### src/rtl/missile_scheduler_pkg.sv
// Shared missile definitions used by the scheduler, collision detector and colour mapper.
package missile_pkg;

  typedef enum logic {SLOT_IDLE, SLOT_FLY} slot_state_t;

  localparam int MISSILE_W = 4;
  localparam int MISSILE_H = 6;

  localparam logic [7:0] KEY_W = 8'h1A;
  localparam logic [7:0] KEY_A = 8'h04;
  localparam logic [7:0] KEY_D = 8'h07;

  // Missile left X centred on the ship; clamps to 0 near the left edge.
  function automatic logic [9:0] spawn_x(input logic [9:0] ship_x, input logic [9:0] size_x);
    logic [9:0] centre;
    centre = ship_x + (size_x >> 1);
    return (centre < 10'd2) ? 10'd0 : centre - 10'd2;
  endfunction

endpackage

### src/rtl/missile_scheduler_if.sv
// Bus between the missile scheduler and the game logic (keyboard, ship, collision, video).
interface missile_scheduler_if #(
  parameter int NUM_SLOTS = 4
);
  logic [7:0]              keycode;
  logic [9:0]              ShipX;
  logic [9:0]              ShipY;
  logic [9:0]              Ship_sizeX;
  logic [NUM_SLOTS-1:0]    Collision;
  logic [NUM_SLOTS-1:0]    Active;
  logic [10*NUM_SLOTS-1:0] MissileX;
  logic [10*NUM_SLOTS-1:0] MissileY;
  logic [9:0]              MissileSX;
  logic [9:0]              MissileSY;
  logic                    FireAck;
  logic                    CoolBusy;

  modport master (
    output keycode, ShipX, ShipY, Ship_sizeX, Collision,
    input  Active, MissileX, MissileY, MissileSX, MissileSY, FireAck, CoolBusy
  );

  modport slave (
    input  keycode, ShipX, ShipY, Ship_sizeX, Collision,
    output Active, MissileX, MissileY, MissileSX, MissileSY, FireAck, CoolBusy
  );
endinterface

### src/rtl/missile_scheduler_slot.sv
// One missile slot: spawn on allocation, rise STEP pixels per frame, retire on hit or at the top.
//   state     | meaning
//   SLOT_IDLE | free; holds last X/Y, ignores collision
//   SLOT_FLY  | in flight; moves up each frame until hit or top edge
module missile_slot
  import missile_pkg::*;
#(
  parameter int STEP  = 4,
  parameter int Y_MIN = 0
) (
  input  logic       frame_clk,
  input  logic       Reset_n,
  input  logic       i_alloc,
  input  logic [9:0] i_spawn_x,
  input  logic [9:0] i_spawn_y,
  input  logic       i_collision,
  output logic       o_active,
  output logic [9:0] o_x,
  output logic [9:0] o_y
);

  localparam logic [10:0] RETIRE_LIM = 11'(Y_MIN + STEP);

  slot_state_t r_state;
  slot_state_t w_state_next;
  logic [9:0]  r_x;
  logic [9:0]  r_y;
  logic        w_retire;

  // Below this limit another step would cross Y_MIN, so the missile retires in place.
  assign w_retire = i_collision || ({1'b0, r_y} < RETIRE_LIM);

  always_ff @(posedge frame_clk or negedge Reset_n) begin
    if (!Reset_n) begin
      r_state <= SLOT_IDLE;
    end else begin
      r_state <= w_state_next;
    end
  end

  always_comb begin
    w_state_next = r_state;
    case (r_state)
      SLOT_IDLE: if (i_alloc)  w_state_next = SLOT_FLY;
      SLOT_FLY:  if (w_retire) w_state_next = SLOT_IDLE;
      default:                 w_state_next = SLOT_IDLE;
    endcase
  end

  always_ff @(posedge frame_clk or negedge Reset_n) begin
    if (!Reset_n) begin
      r_x <= '0;
      r_y <= '0;
    end else if (r_state == SLOT_IDLE && i_alloc) begin
      r_x <= i_spawn_x;
      r_y <= i_spawn_y;
    end else if (r_state == SLOT_FLY && !w_retire) begin
      r_y <= r_y - 10'(STEP);
    end
  end

  assign o_active = (r_state == SLOT_FLY);
  assign o_x      = r_x;
  assign o_y      = r_y;

endmodule

### src/rtl/missile_scheduler.sv
// Frame-rate missile pool scheduler: fire-key edge detect, cooldown, lowest-free allocation.
module missile_scheduler
  import missile_pkg::*;
#(
  parameter int         NUM_SLOTS = 4,
  parameter int         STEP      = 4,
  parameter int         COOLDOWN  = 8,
  parameter logic [7:0] FIRE_KEY  = KEY_W,
  parameter int         Y_MIN     = 0
) (
  input logic                frame_clk,
  input logic                Reset_n,
  missile_scheduler_if.slave bus
);

  localparam int            CW        = (COOLDOWN > 2) ? $clog2(COOLDOWN) : 1;
  localparam logic [CW-1:0] COOL_LOAD = (COOLDOWN > 0) ? CW'(COOLDOWN - 1) : '0;

  logic                    r_key_prev;
  logic                    r_fire_ack;
  logic [CW-1:0]           r_cool;

  logic                    w_key_hit;
  logic                    w_request;
  logic                    w_height_ok;
  logic                    w_any_free;
  logic                    w_accept;
  logic [NUM_SLOTS-1:0]    w_active;
  logic [NUM_SLOTS-1:0]    w_grant;
  logic [NUM_SLOTS-1:0]    w_alloc;
  logic [9:0]              w_spawn_x;
  logic [9:0]              w_spawn_y;
  logic [10*NUM_SLOTS-1:0] w_x;
  logic [10*NUM_SLOTS-1:0] w_y;

  assign w_key_hit   = (bus.keycode == FIRE_KEY);
  assign w_request   = w_key_hit && !r_key_prev;
  assign w_height_ok = (bus.ShipY >= 10'(MISSILE_H + Y_MIN));
  assign w_any_free  = ~&w_active;
  assign w_accept    = w_request && (r_cool == '0) && w_any_free && w_height_ok;

  assign w_spawn_x   = spawn_x(bus.ShipX, bus.Ship_sizeX);
  assign w_spawn_y   = bus.ShipY - 10'(MISSILE_H);

  // Scanning from the top down lets the lowest free slot overwrite any higher one.
  always_comb begin
    w_grant = '0;
    for (int i = NUM_SLOTS - 1; i >= 0; i--) begin
      if (!w_active[i]) begin
        w_grant    = '0;
        w_grant[i] = 1'b1;
      end
    end
  end

  assign w_alloc = w_grant & {NUM_SLOTS{w_accept}};

  always_ff @(posedge frame_clk or negedge Reset_n) begin
    if (!Reset_n) begin
      r_key_prev <= 1'b0;
      r_fire_ack <= 1'b0;
      r_cool     <= '0;
    end else begin
      r_key_prev <= w_key_hit;
      r_fire_ack <= w_accept;
      if (w_accept) begin
        r_cool <= COOL_LOAD;
      end else if (r_cool != '0) begin
        r_cool <= r_cool - CW'(1);
      end
    end
  end

  for (genvar g = 0; g < NUM_SLOTS; g++) begin : g_slot
    missile_slot #(
      .STEP  (STEP),
      .Y_MIN (Y_MIN)
    ) u_slot (
      .frame_clk   (frame_clk),
      .Reset_n     (Reset_n),
      .i_alloc     (w_alloc[g]),
      .i_spawn_x   (w_spawn_x),
      .i_spawn_y   (w_spawn_y),
      .i_collision (bus.Collision[g]),
      .o_active    (w_active[g]),
      .o_x         (w_x[10*g +: 10]),
      .o_y         (w_y[10*g +: 10])
    );
  end

  assign bus.Active    = w_active;
  assign bus.MissileX  = w_x;
  assign bus.MissileY  = w_y;
  assign bus.MissileSX = 10'(MISSILE_W);
  assign bus.MissileSY = 10'(MISSILE_H);
  assign bus.FireAck   = r_fire_ack;
  assign bus.CoolBusy  = (r_cool != '0);

endmodule
### src/flat_wrapper.sv
// flat-port wrapper written by rule: the top's interface ports become plain ports
module missile_scheduler_flat import missile_pkg::*;
#(
  parameter int         NUM_SLOTS = 4,
  parameter int         STEP      = 4,
  parameter int         COOLDOWN  = 8,
  parameter logic [7:0] FIRE_KEY  = KEY_W,
  parameter int         Y_MIN     = 0
)
  (frame_clk, Reset_n, bus_keycode, bus_ShipX, bus_ShipY, bus_Ship_sizeX, bus_Collision, bus_Active, bus_MissileX, bus_MissileY, bus_MissileSX, bus_MissileSY, bus_FireAck, bus_CoolBusy);
  missile_scheduler_if #(.NUM_SLOTS(NUM_SLOTS)) bus_i ();
  input logic frame_clk;
  input logic Reset_n;
  input wire logic [$bits(bus_i.keycode)-1:0] bus_keycode;
  input wire logic [$bits(bus_i.ShipX)-1:0] bus_ShipX;
  input wire logic [$bits(bus_i.ShipY)-1:0] bus_ShipY;
  input wire logic [$bits(bus_i.Ship_sizeX)-1:0] bus_Ship_sizeX;
  input wire logic [$bits(bus_i.Collision)-1:0] bus_Collision;
  output wire logic [$bits(bus_i.Active)-1:0] bus_Active;
  output wire logic [$bits(bus_i.MissileX)-1:0] bus_MissileX;
  output wire logic [$bits(bus_i.MissileY)-1:0] bus_MissileY;
  output wire logic [$bits(bus_i.MissileSX)-1:0] bus_MissileSX;
  output wire logic [$bits(bus_i.MissileSY)-1:0] bus_MissileSY;
  output wire logic [$bits(bus_i.FireAck)-1:0] bus_FireAck;
  output wire logic [$bits(bus_i.CoolBusy)-1:0] bus_CoolBusy;
  assign bus_i.keycode = bus_keycode;
  assign bus_i.ShipX = bus_ShipX;
  assign bus_i.ShipY = bus_ShipY;
  assign bus_i.Ship_sizeX = bus_Ship_sizeX;
  assign bus_i.Collision = bus_Collision;
  assign bus_Active = bus_i.Active;
  assign bus_MissileX = bus_i.MissileX;
  assign bus_MissileY = bus_i.MissileY;
  assign bus_MissileSX = bus_i.MissileSX;
  assign bus_MissileSY = bus_i.MissileSY;
  assign bus_FireAck = bus_i.FireAck;
  assign bus_CoolBusy = bus_i.CoolBusy;
  missile_scheduler #(.NUM_SLOTS(NUM_SLOTS), .STEP(STEP), .COOLDOWN(COOLDOWN), .FIRE_KEY(FIRE_KEY), .Y_MIN(Y_MIN)) u_core (.frame_clk(frame_clk), .Reset_n(Reset_n), .bus(bus_i));
endmodule
### config.mk
export PLATFORM = sky130hd
export DESIGN_NAME = missile_scheduler_flat
export DESIGN_NICKNAME = d
export VERILOG_FILES = /design/src/rtl/missile_scheduler_pkg.sv /design/src/rtl/missile_scheduler_if.sv /design/src/rtl/missile_scheduler_slot.sv /design/src/rtl/missile_scheduler.sv /design/src/flat_wrapper.sv
export SDC_FILE = /design/constraint.sdc
export NUM_CORES = 1
export LEC_CHECK = 0
export BUFFER_PORTS_ARGS = -buffer_cell sky130_fd_sc_hd__buf_2
export CAP_MARGIN = 0
export CORE_AREA = 2 2 104 116
export DETAILED_ROUTE_END_ITERATION = 6
export DIE_AREA = 0 0 106 118
export PLACE_DENSITY = 0.82
export SLEW_MARGIN = 20
export SYNTH_ARGS = -nofsm -noshare
export SYNTH_HDL_FRONTEND = slang
export SYNTH_HIERARCHICAL = 1
export SYNTH_SLANG_ARGS = --single-unit
### constraint.sdc
create_clock -name frame_clk -period 2.2 [get_ports frame_clk]
set_clock_uncertainty 0.15 [all_clocks]
set_input_delay 0.22 -clock frame_clk [delete_from_list [all_inputs] [get_ports frame_clk]]
set_output_delay 0.22 -clock frame_clk [all_outputs]
set_load 0.01 [all_outputs]
======== Word-level counts from Yosys, hierarchy flattened ========
Cells that the tools add are included.
operators by class
  $add $sub $neg .......................... 8
  order comparisons ....................... 6
  equal/unequal tests ..................... 1
  muxes and demuxes ....................... 27
  bitwise gates (word level) .............. 5
  reductions and logical operators ........ 30
operators with widths
  kind                     count
  $mux W10                 9
  $sub A10 B3 Y10 const B  5
  $lt A10 B3 Y1 const B    4
  $mux W4                  4
  $logic_and A1 B1 Y1      12
  $add A10 B9 Y10          1
  $ge A10 B3 Y1 const B    1
  $lt A10 B2 Y1 const B    1
  $reduce_bool A2 Y1       5
  $sub A10 B2 Y10 const B  1
  $eq A8 B5 Y1 const B     1
  $mux W1                  8
  $pmux W1 S2              4
  $logic_not A1 Y1         6
  $mux W3                  2
  $and A4 B4 Y4            1
  $logic_or A1 B1 Y1       4
  $not A1 Y1               4
  $reduce_and A4 Y1        1
  $logic_not A3 Y1         1
  $reduce_bool A3 Y1       1
  $sub A3 B1 Y3 const B    1
word-level totals
  bits in registers ....................... 89
  input port bits ......................... 44
  output and inout bits ................... 106
  logic and storage cells ................. 92

======== Logic depth before layout (Yosys ltp) ========
Gate-level depths: netlist of the first run.
  depth after elaboration ................. 8
  gate-level depth with buffers ........... 11
  depth with buffers taken out ............ 10

======== Modules after synthesis ========
Netlist of the first run, hierarchy kept.
modules (own cells, without submodules)
  module             times used  cells each  area an instance (um^2)  seq. area each (um^2)
  missile_slot       4           110         1,017.2                  525.5
  missile_scheduler  1           154         1,228.7                  125.1

======== Worst setup path after synthesis of the first run ========
Ideal clock, no wire load.
  path kind ............................... input -> register
  start ................................... in bus_ShipX[0]
  end ..................................... reg u_core.g_slot[0].u_slot.r_x[9]
  setup time .............................. 0.117 ns
  data arrival time ....................... 2.390 ns
  data required time ...................... 1.933 ns
  path slack .............................. -0.457 ns
  stages on the path ...................... 10
  path buffers ............................ 0
  path through ............................ ha_1 fa_1 a21o_1 a221oi_4 o21ai_0 xor2_1 nor4_2 mux2_1 nand2_1 nand2_1
on the way
  word-level cells in the longest chain between the ends .. 3
  elaborated cells between the ends (all ways) .. 4
  classes of those cells .................. add/sub (2); order compare (1); mux (1)
RTL lines
  item                                                     RTL line                      source
  start, declared                                          flat_wrapper.sv:15            input wire logic [$bits(bus_i.ShipX)-1:0] bus_ShipX;
  $add A10 B9 Y10 *                                        missile_scheduler_pkg.sv:16   centre = ship_x + (size_x >> 1);
  $sub A10 B2 Y10 / $lt A10 B2 Y1 (equally long branches)  missile_scheduler_pkg.sv:17   return (centre < 10'd2) ? 10'd0 : centre - 10'd2;
  $mux W10 *                                               missile_scheduler_pkg.sv:17
  via u_core.w_spawn_x[9]                                  missile_scheduler.sv:31       logic [9:0] w_spawn_x;
  end signal, assigned                                     missile_scheduler_slot.sv:55  r_x <= i_spawn_x;
  end, declared                                            missile_scheduler_slot.sv:26  logic [9:0] r_x;
The timed path passes the listed nets; every way through them passes the cells marked *.
A chain may end at the register's enable or synchronous reset.

======== Worst setup path in the final report of the first run ========
  start ................................... in bus_Ship_sizeX[1]
  end ..................................... reg u_core.g_slot[0].u_slot.r_x[1]
on the way
  word-level cells in the longest chain between the ends .. 3
  elaborated cells between the ends (all ways) .. 4
  classes of those cells .................. add/sub (2); order compare (1); mux (1)
RTL lines
  item                                                     RTL line                     source
  start, declared                                          flat_wrapper.sv:17           input wire logic [$bits(bus_i.Ship_sizeX)-1:0] bus_Ship_sizeX;
  $add A10 B9 Y10 *                                        missile_scheduler_pkg.sv:16
  $sub A10 B2 Y10 / $lt A10 B2 Y1 (equally long branches)  missile_scheduler_pkg.sv:17
  $mux W10 *                                               missile_scheduler_pkg.sv:17
  via u_core.w_spawn_x[1]                                  missile_scheduler.sv:31
Marked as above.

==> results of run 1 <==
## placed cells by master (no fill, tap or decap), types with 5 or more instances in the layout
master     count
nand2_1      149
buf_2        124
buf_4        100
dfrtp_1       89
nor2_1        26
conb_1        20
inv_1         16
buf_6         15
ha_1          13
o21ai_0       12
a31oi_1       12
a221o_1       12
clkbuf_16      9
or4_1          9
nor2b_1        9
or3_1          9
nand2_2        9
xor2_1         8
nand2b_1       8
nor2_2         8
a211oi_1       8
nand3_1        8
nor3_1         6
nor2b_4        5
a21oi_1        5
and2_1         5
o31ai_1        5
mux2i_1        5
## routing by layer
layer	vias to the layer above	global-route usage (%)	routed length [um]
met4	0	11.4	570
met2	258	48.8	9480
met3	47	5.37	1370
met5	-	0	0
met1	2753	32.3	6870
li1	2551	-	-
## area by class of cell
type | instances | area (um^2)
clock buffer | 11 | 233
inverter | 19 | 71.3
fill | 848 | 3610
timing repair buffer | 244 | 1620
sequential | 89 | 2230
clock inverter | 5 | 104
multi-input combinational | 469 | 3290
tap | 150 | 188
## per-stage QoR
stage,hold WS [ns],area (um^2),utilization [%]
after CTS,0.0658,7440,65.7
after global placement,0.103,6800,60.0
after detailed placement,0.103,6800,60.0
after floorplan,-0.226,5550,-
final,0.0838,7720,68.1
after global routing,0.0856,7720,68.1
## what timing repair did
item                                    4_1_cts  5_1_grt
hold buffers                                  2        0
endpoints found under the setup margin       58       63
cloned                                        0        2
buffers inserted                             16        9
pin swaps                                    16       29
gates resized for setup                      41       47
hold endpoints to repair                     41        0
## kinds of logic after synthesis
kind of cell	Yosys count	share of synthesized area, %
AOI/OAI and AO/OA	107	15.7
and+or+nand+nor	300	28.3
adders and majority gates	18	4.39
muxes	8	1.56
other	2	0.142
buffers and inverters	55	5.31
DFF	89	42.0
xor gates and xnor gates	15	2.62
## registers in the layout, summed over array words and instances, names as in the netlist
| signal | count |
|---|---|
| u_core/g_slot.u_slot/o_x | 40 |
| u_core/g_slot.u_slot/o_y | 40 |
| u_core/bus.FireAck | 1 |
| u_core/r_key_prev | 1 |
| u_core/g_slot.u_slot/o_active | 4 |
| u_core/r_cool | 3 |
## worst paths after layout
kind | start | to | slack, ns | depth (start not counted)
max in group asynchronous | Reset_n | u_core/g_slot[3].u_slot/o_y[9] | 0.95 | 3
worst max register to register | u_core/r_cool[0] | u_core/g_slot[1].u_slot/o_y[2] | -0.06 | 11
worst max-delay path | bus_Ship_sizeX[1] | u_core/g_slot[0].u_slot/o_x[1] | -0.24 | 11
min in group asynchronous | Reset_n | u_core/g_slot[0].u_slot/o_y[4] | 0.26 | 2
worst min-delay path | bus_keycode[5] | u_core/r_key_prev | 0.08 | 2
worst min register to register | u_core/g_slot[1].u_slot/o_x[6] | u_core/g_slot[1].u_slot/o_x[6] | 0.33 | 2
## power groups by stage
stage	logic, mW	registers (mW)	clock network [mW]
floorplan	0.492	1.77	0
CTS	1.03	1.73	1.76
finish	1.15	1.74	1.76
global route	1.22	1.74	1.82
global placement	0.865	1.76	0
detailed placement	0.906	1.76	0
## critical path: stages
cell      delay (ns)
buf_6           0.10
ha_4            0.15
fa_2            0.34
a21o_1          0.20
a221oi_4        0.34
o21ai_2         0.12
xor2_2          0.20
nor2_2          0.49
a21oi_2         0.20
nand2_1         0.12
nand2_1         0.05
==> impl_metrics.yaml, run 1 <==
route:
  route.detailed.drc: 0
  firstDrtPassIters: 7
  vias_per_cell: 5.68
  wl_um: 18300
  ant_nets: 0
  drt_iter0_markers: 427
  wl_per_cell_um: 18.5
  vias: 5609
power_and_ir_drop:
  p_leak_nw: 4.03
  combPwrFrac_pct: 24.8
  power.share.clock_pct: 37.8
  p_sw_mw: 1.30
  total_power_mw: 4.64
  pwr-share-seq_pct: 37.4
  ir_worst_vdd_v: 0.000426
  p_int_mw: 3.35
  powerDensity_mw_per_mm2: 601
  switching_share_pct: 27.9
floorplan:
  core.rowCount: 41
  die_y_um: 118
  coreArea_mm2: 0.0113
  die_w_um: 106
  start_util_pct: 46.7
  ioPinCount: 150
  die_area_mm2: 0.0125
timing:
  fin_crit_ns: 2.44
  setup_violations: 48
  tightest_slew_ns: 0.699
  fmax_mhz: 409
  finalSetupTns_ns: -7.29
  slew_headroom_pct: 53.2
  maxSlewViolCount: 0
  setup_ws_ns: -0.244
  rsz0062_at_grt: "yes"
  hold_violations: 0
  min_period_over_period_pct: 111
critical_path:
  critPathLaunchType: "input port"
  cp_max_fo: 5
  cp-end-kind: "flip-flop"
  required_ns: 2.29
  worst_ep_arrival_time_ns: 2.53
  critical_path_class: "input port to flip-flop"
grt:
  grt_max_degree: 41
  grt_pass1_wl_um: 27200
  grt.overflow.total: 0
  gr-usage-all-layers_pct: 27.5
  first_global_vias: 5440
  grt_antenna_before_repair: 0
cts:
  clk_pin_slew_ns: 0.07
  cts.path.max_buffers: 2
  cts.sinks: 89
  cts_max_level: 3
  numCtsBuffers: 9
  root_buffer: "clkbuf_16"
  clk_latency_ns: 0.34
  cts_tree: "done"
min_path:
  hold_class: "input port to flip-flop"
finish:
  final_cells: 987
  drive_gt1_share_pct: 41.0
  synthToLayoutAreaGrowth_pct: 45.8
  antenna_cells: 0
  nNetsFinal: 894
yosys:
  yosysUniqueCellTypes: 64
  yosys.area.top_type: "dfrtp_1"
  synth_top_area_share_pct: 42.0
  yosysSeqAreaShare_pct: 42.0
  synth_edf_count: 0
  yosys_warnings: 6
  synthTopCellsByCount: "nand2_1 (159), dfrtp_1 (89), nor2_1 (35)"
  syn-instance-count: 594
  ys_ff_latch: 89
  synth.avg_cell_area_um2: 8.92
  synth_area_mm2: 0.00530
  async_flop_share_pct: 100
  synth_flop_cell: "dfrtp_1"
  netlist_top_cells_area: "dfrtp_1 (42%), nand2_1 (11%), ha_1 (4.0%), buf_4 (2.8%), nor2_1 (2.5%)"
  synth.most_common_cell: "nand2_1"
outcome:
  outcome: "finished with violations"
  violations: "negative setup slack"
place:
  portBuffers: 128
  placed_cells_incl_taps: 943
  hpwlAfterDp_um: 12600
  post-place-ws_ns: -0.583
  gp_congestion: 0.951
flow_run:
  max_cap_viol_count: 0
Power figures use the tool's default switching activity.
==> run 2, diff against run 1 <==
Settings changed: CELL_PAD_IN_SITES_DETAIL_PLACEMENT set to 1, CELL_PAD_IN_SITES_GLOBAL_PLACEMENT set to 2, CORE_AREA 2 2 104 116 to 2 2 128 143, DIE_AREA 0 0 106 118 to 0 0 130 145, PLACE_DENSITY 0.82 to 0.86.
Clock period 2.2 ns to 2.7 ns, I/O delays scaled along.
==> impl_metrics.yaml, run 2 (synthesis gave the netlist of run 1 again) <==
timing:
  finalSetupTns_ns: 0
  holdWs_ns: 0.0762
  slew_headroom_pct: 48.8
  min_period_over_period_pct: 96.2
  tightest_slew_ns: 0.765
  setup_violations: 0
  fmax_mhz: 385
  rsz0062_at_grt: "yes"
  maxSlewViolCount: 0
  hold_violations: 0
  fin_crit_ns: 2.60
  setup_ws_ns: 0.103
cts:
  cts.path.max_buffers: 2
  cts_tree: "done"
  clk_latency_ns: 0.34
  cts_max_level: 3
  clk_pin_slew_ns: 0.06
  cts.sinks: 89
  numCtsBuffers: 9
  root_buffer: "clkbuf_16"
grt:
  grt.overflow.total: 0
  met1_usage_pct: 24.3
  met3_usage_pct: 3.17
  use_met2_pct: 33.2
  first_global_vias: 5494
  gr-usage-all-layers_pct: 19.3
  busiest_layer: "met2"
  grt_pass1_wl_um: 28700
  grt_max_degree: 46
  grt_antenna_before_repair: 0
finish:
  antenna_cells: 0
  final_cells: 1027
  layout_common_cells: "nand2_1 (159), buf_2 (127), dfrtp_1 (89), buf_4 (69), nor2_1 (35)"
  nNetsFinal: 847
  final_common_cell: "nand2_1"
  drive_gt1_share_pct: 31.8
  synthToLayoutAreaGrowth_pct: 33.8
critical_path:
  required_ns: 2.78
  cp_max_fo: 4
  worst_ep_arrival_time_ns: 2.67
  r2r.worst_path.cells: 10
  critPathLaunchType: "input port"
  critical_path_class: "input port to flip-flop"
  cp-end-kind: "flip-flop"
route:
  firstDrtPassIters: 4
  vias: 5191
  route.detailed.drc: 0
  wl_um: 18300
  ant_nets: 0
  drt_iter0_markers: 252
  wl_per_cell_um: 17.8
  vias_per_cell: 5.05
power_and_ir_drop:
  powerDensity_mw_per_mm2: 522
  total_power_mw: 3.70
  p_leak_nw: 3.72
  ir_worst_vdd_v: 0.000317
floorplan:
  die_area_mm2: 0.0189
  die_y_um: 145
  die_w_um: 130
  coreArea_mm2: 0.0174
  ioPinCount: 150
  start_util_pct: 30.4
  core.rowCount: 51
place:
  gp_congestion: 0.819
  portBuffers: 128
  post-place-ws_ns: -0.456
  placed_cells_incl_taps: 1010
  hpwlAfterDp_um: 14200
min_path:
  hold_class: "input port to flip-flop"
  hold_depth: 3
outcome:
  outcome: "finished clean"
flow_run:
  max_cap_viol_count: 0
## run 2: changes by cell type in the layout (fill, tap and decap cells not counted), moves of 4 or more
cell	change
buf_4	-31
buf_6	-14
nand2_1	+10
nand2_2	-9
nor2_1	+9
nor2_2	-8
a21oi_1	+5
a21oi_4	-4
ha_1	+4
## run 2: timing repair
action | in CTS | in global routing
endpoints found under the setup margin | 11 | 45
hold endpoints to repair | 42 | 0
setup buffers | 1 | 0
hold buffers | 1 | 0
gates resized for setup | 7 | 17
pin swaps | 1 | 4
cloned | 0 | 0
## run 2: final timing paths
kind	slack [ns]	start	end
max in group asynchronous	1.34	Reset_n	u_core/g_slot[2].u_slot/o_x[0]
hold / removal	0.08	bus_ShipY[0]	u_core/g_slot[3].u_slot/o_y[0]
setup / recovery	0.10	bus_ShipX[0]	u_core/g_slot[2].u_slot/o_x[9]
setup reg to reg	0.17	u_core/r_cool[0]	u_core/g_slot[2].u_slot/o_y[5]
min in group asynchronous	0.31	Reset_n	u_core/g_slot[0].u_slot/o_y[8]
hold reg to reg	0.33	u_core/g_slot[1].u_slot/o_x[4]	u_core/g_slot[1].u_slot/o_x[4]
## run 2: area by class of cell
type                    instances  area (um^2)
flip-flops and latches         89         2230
multi-input cells             468         2950
clock inverters                 5          128
repair buffers                198         1170
inverters                      19         71.3
fillers                      2078        10300
clock buffers                  10          239
well taps                     238          298
## run 2: layer usage
metal	routed length (um)	share of wire, %
met1	7810	43
met2	9090	50
met3	897	4.9
met4	463	2.5
met5	0	0
## run 2: report_power, final
part / switching [mW] / internal, mW / leakage [nW]
logic: 0.417 / 0.314 / 2.36
registers: 0.0347 / 1.38 / 1.18
clock network: 0.534 / 1.02 / 0.175
## run 2: worst max-delay path, cell delays in order
cell	delay, ns
buf_2	0.10
ha_1	0.22
fa_2	0.36
a21o_1	0.21
a221oi_4	0.31
o21ai_2	0.11
xor2_2	0.21
buf_4	0.17
nor4_4	0.22
mux2_4	0.36
nand2_1	0.07
nand2_1	0.05
## run 2: per-stage QoR
step | utilization (%) | instance area (um^2)
2_1_floorplan | - | 5370
4_1_cts | 40.2 | 7010
3_5_place_dp | 37.9 | 6610
5_1_grt | 40.7 | 7090
3_3_place_gp | 37.9 | 6610
6_report | 40.7 | 7090
==> run 3, diff against run 2 <==
Settings changed: BUFFER_PORTS_ARGS -buffer_cell sky130_fd_sc_hd__buf_2 to -buffer_cell sky130_fd_sc_hd__clkbuf_2, CELL_PAD_IN_SITES_DETAIL_PLACEMENT 1 to unset, CELL_PAD_IN_SITES_GLOBAL_PLACEMENT 2 to unset, CORE_AREA 2 2 128 143 to 2 2 99 110, DIE_AREA 0 0 130 145 to 0 0 101 112.
==> impl_metrics.yaml, run 3 (synthesis gave the netlist of run 1 again) <==
floorplan:
  die_w_um: 101
  coreArea_mm2: 0.0102
  core.rowCount: 39
  ioPinCount: 150
  die_y_um: 112
  start_util_pct: 51.7
  die_area_mm2: 0.0113
flow_run:
  max_cap_viol_count: 0
critical_path:
  required_ns: 2.83
  r2r_start: "u_core/r_cool[0]"
  worst_ep_arrival_time_ns: 2.78
  cp-end-kind: "flip-flop"
  r2r_end: "u_core/g_slot[3].u_slot/o_y[5]"
  cp_max_fo: 5
  crit_path_start: "bus_ShipX[0]"
  critical_path_class: "input port to flip-flop"
  critPathLaunchType: "input port"
  r2r_setup_slack_ns: 0.10
  critical_path.endpoint: "u_core/g_slot[1].u_slot/o_x[7]"
  r2r.worst_path.cells: 10
cts:
  numCtsBuffers: 9
  cts_tree: "done"
  cts.sinks: 89
  clk_pin_slew_ns: 0.07
  cts_max_level: 3
  post-cts-setup-buffer-count: 0
  root_buffer: "clkbuf_16"
  cts.path.max_buffers: 2
  clk_latency_ns: 0.34
place:
  hpwlAfterDp_um: 11400
  placed_cells_incl_taps: 889
  gp_congestion: 0.942
  place_area_mm2: 0.00644
  portBuffers: 128
route:
  wl_um: 15500
  route.detailed.drc: 0
  vias: 5268
  firstDrtPassIters: 5
  wl_per_cell_um: 17.1
  ant_nets: 0
  vias_per_cell: 5.81
  drt_iter0_markers: 312
timing:
  finalSetupTns_ns: 0
  fin_crit_ns: 2.65
  hold_violations: 0
  min_period_over_period_pct: 98.2
  tightest_slew_ns: 0.672
  setup_violations: 0
  slew_headroom_pct: 55.0
  fmax_mhz: 377
  maxSlewViolCount: 0
finish:
  stdcell_area_mm2: 0.00679
  synthToLayoutAreaGrowth_pct: 28.1
  antenna_cells: 0
  nNetsFinal: 840
  utilization_pct: 66.2
  drive_gt1_share_pct: 29.9
  final_common_cell: "nand2_1"
  layout_common_cells: "nand2_1 (159), clkbuf_2 (127), dfrtp_1 (89), buf_4 (61), nor2_1 (35)"
  final_cells: 906
grt:
  grt_antenna_before_repair: 0
  grt_pass1_wl_um: 24900
  grt.overflow.total: 0
  first_global_vias: 5168
  gr-usage-all-layers_pct: 27.9
  grt_max_degree: 50
power_and_ir_drop:
  ir_worst_vdd_v: 0.000357
  powerDensity_mw_per_mm2: 502
  total_power_mw: 3.40
  p_leak_nw: 3.62
min_path:
  hold_class: "input port to flip-flop"
  min-delay-start: "bus_ShipY[0]"
outcome:
  outcome: "finished clean"
==> run 3: timing repair <==
action / 4_1_cts / 5_1_grt
endpoints found under the setup margin: 12 / 19
cloned: 0 / 0
gates resized for setup: 1 / 7
hold buffers: 1 / 0
pin swaps: 0 / 1
endpoints found under the hold margin: 40 / 0
==> run 3: layout make-up <==
| type | count | area (um^2) |
|---|---|---|
| fillers | 825 | 3460 |
| multi-input cells | 468 | 2880 |
| flip-flops and latches | 89 | 2230 |
| repair buffers | 191 | 1140 |
| clock buffers | 10 | 229 |
| well taps | 123 | 154 |
| clock inverters | 6 | 76.3 |
| inverters | 19 | 71.3 |
==> run 3: worst min-delay path by stage <==
| stage | cells after the start | slack, ns | end |
|---|---|---|---|
| finish | 3 | 0.06 | u_core/g_slot[1].u_slot/o_y[0] |
| global route | 3 | 0.09 | u_core/g_slot[3].u_slot/o_y[0] |
| CTS | 3 | 0.05 | u_core/g_slot[1].u_slot/o_y[0] |
| floorplan | 0 | -0.18 | u_core/bus.FireAck |
| detailed placement | 1 | 0.17 | u_core/g_slot[1].u_slot/o_y[6] |
| global placement | 1 | 0.16 | u_core/g_slot[1].u_slot/o_y[8] |
==> run 3: through the flow <==
step                      worst slack, ns  hold slack (ns)
after floorplan                   0.00457           -0.176
after global placement             -0.292            0.156
after detailed placement           -0.412            0.169
after CTS                          0.0292           0.0489
after global routing              -0.0145           0.0896
final                              0.0499           0.0643
==> run 3: report_power, final <==
| part | internal (mW) | total [mW] | switching (mW) |
|---|---|---|---|
| Sequential | 1.38 | 1.42 | 0.0363 |
| Combinational | 0.305 | 0.702 | 0.397 |
| Clock | 0.733 | 1.29 | 0.555 |
==> run 3: critical path, cell delays in order <==
cell and delay, ns:
clkbuf_2 0.08, ha_1 0.21, fa_1 0.39, a21o_1 0.21
a221oi_4 0.31, xor2_2 0.20, o21ai_2 0.14, or3_1 0.36
o21ai_1 0.31, buf_4 0.18, nand2_1 0.05, nand2_1 0.07
==> run 3: layer usage <==
| layer | share of wire (%) | track usage, % | wire (um) |
|---|---|---|---|
| met5 | 0 | 0 | 0 |
| met4 | 4.0 | 12.5 | 620 |
| met3 | 7.0 | 5.40 | 1080 |
| met2 | 49 | 47.4 | 7640 |
| met1 | 40 | 34.3 | 6160 |
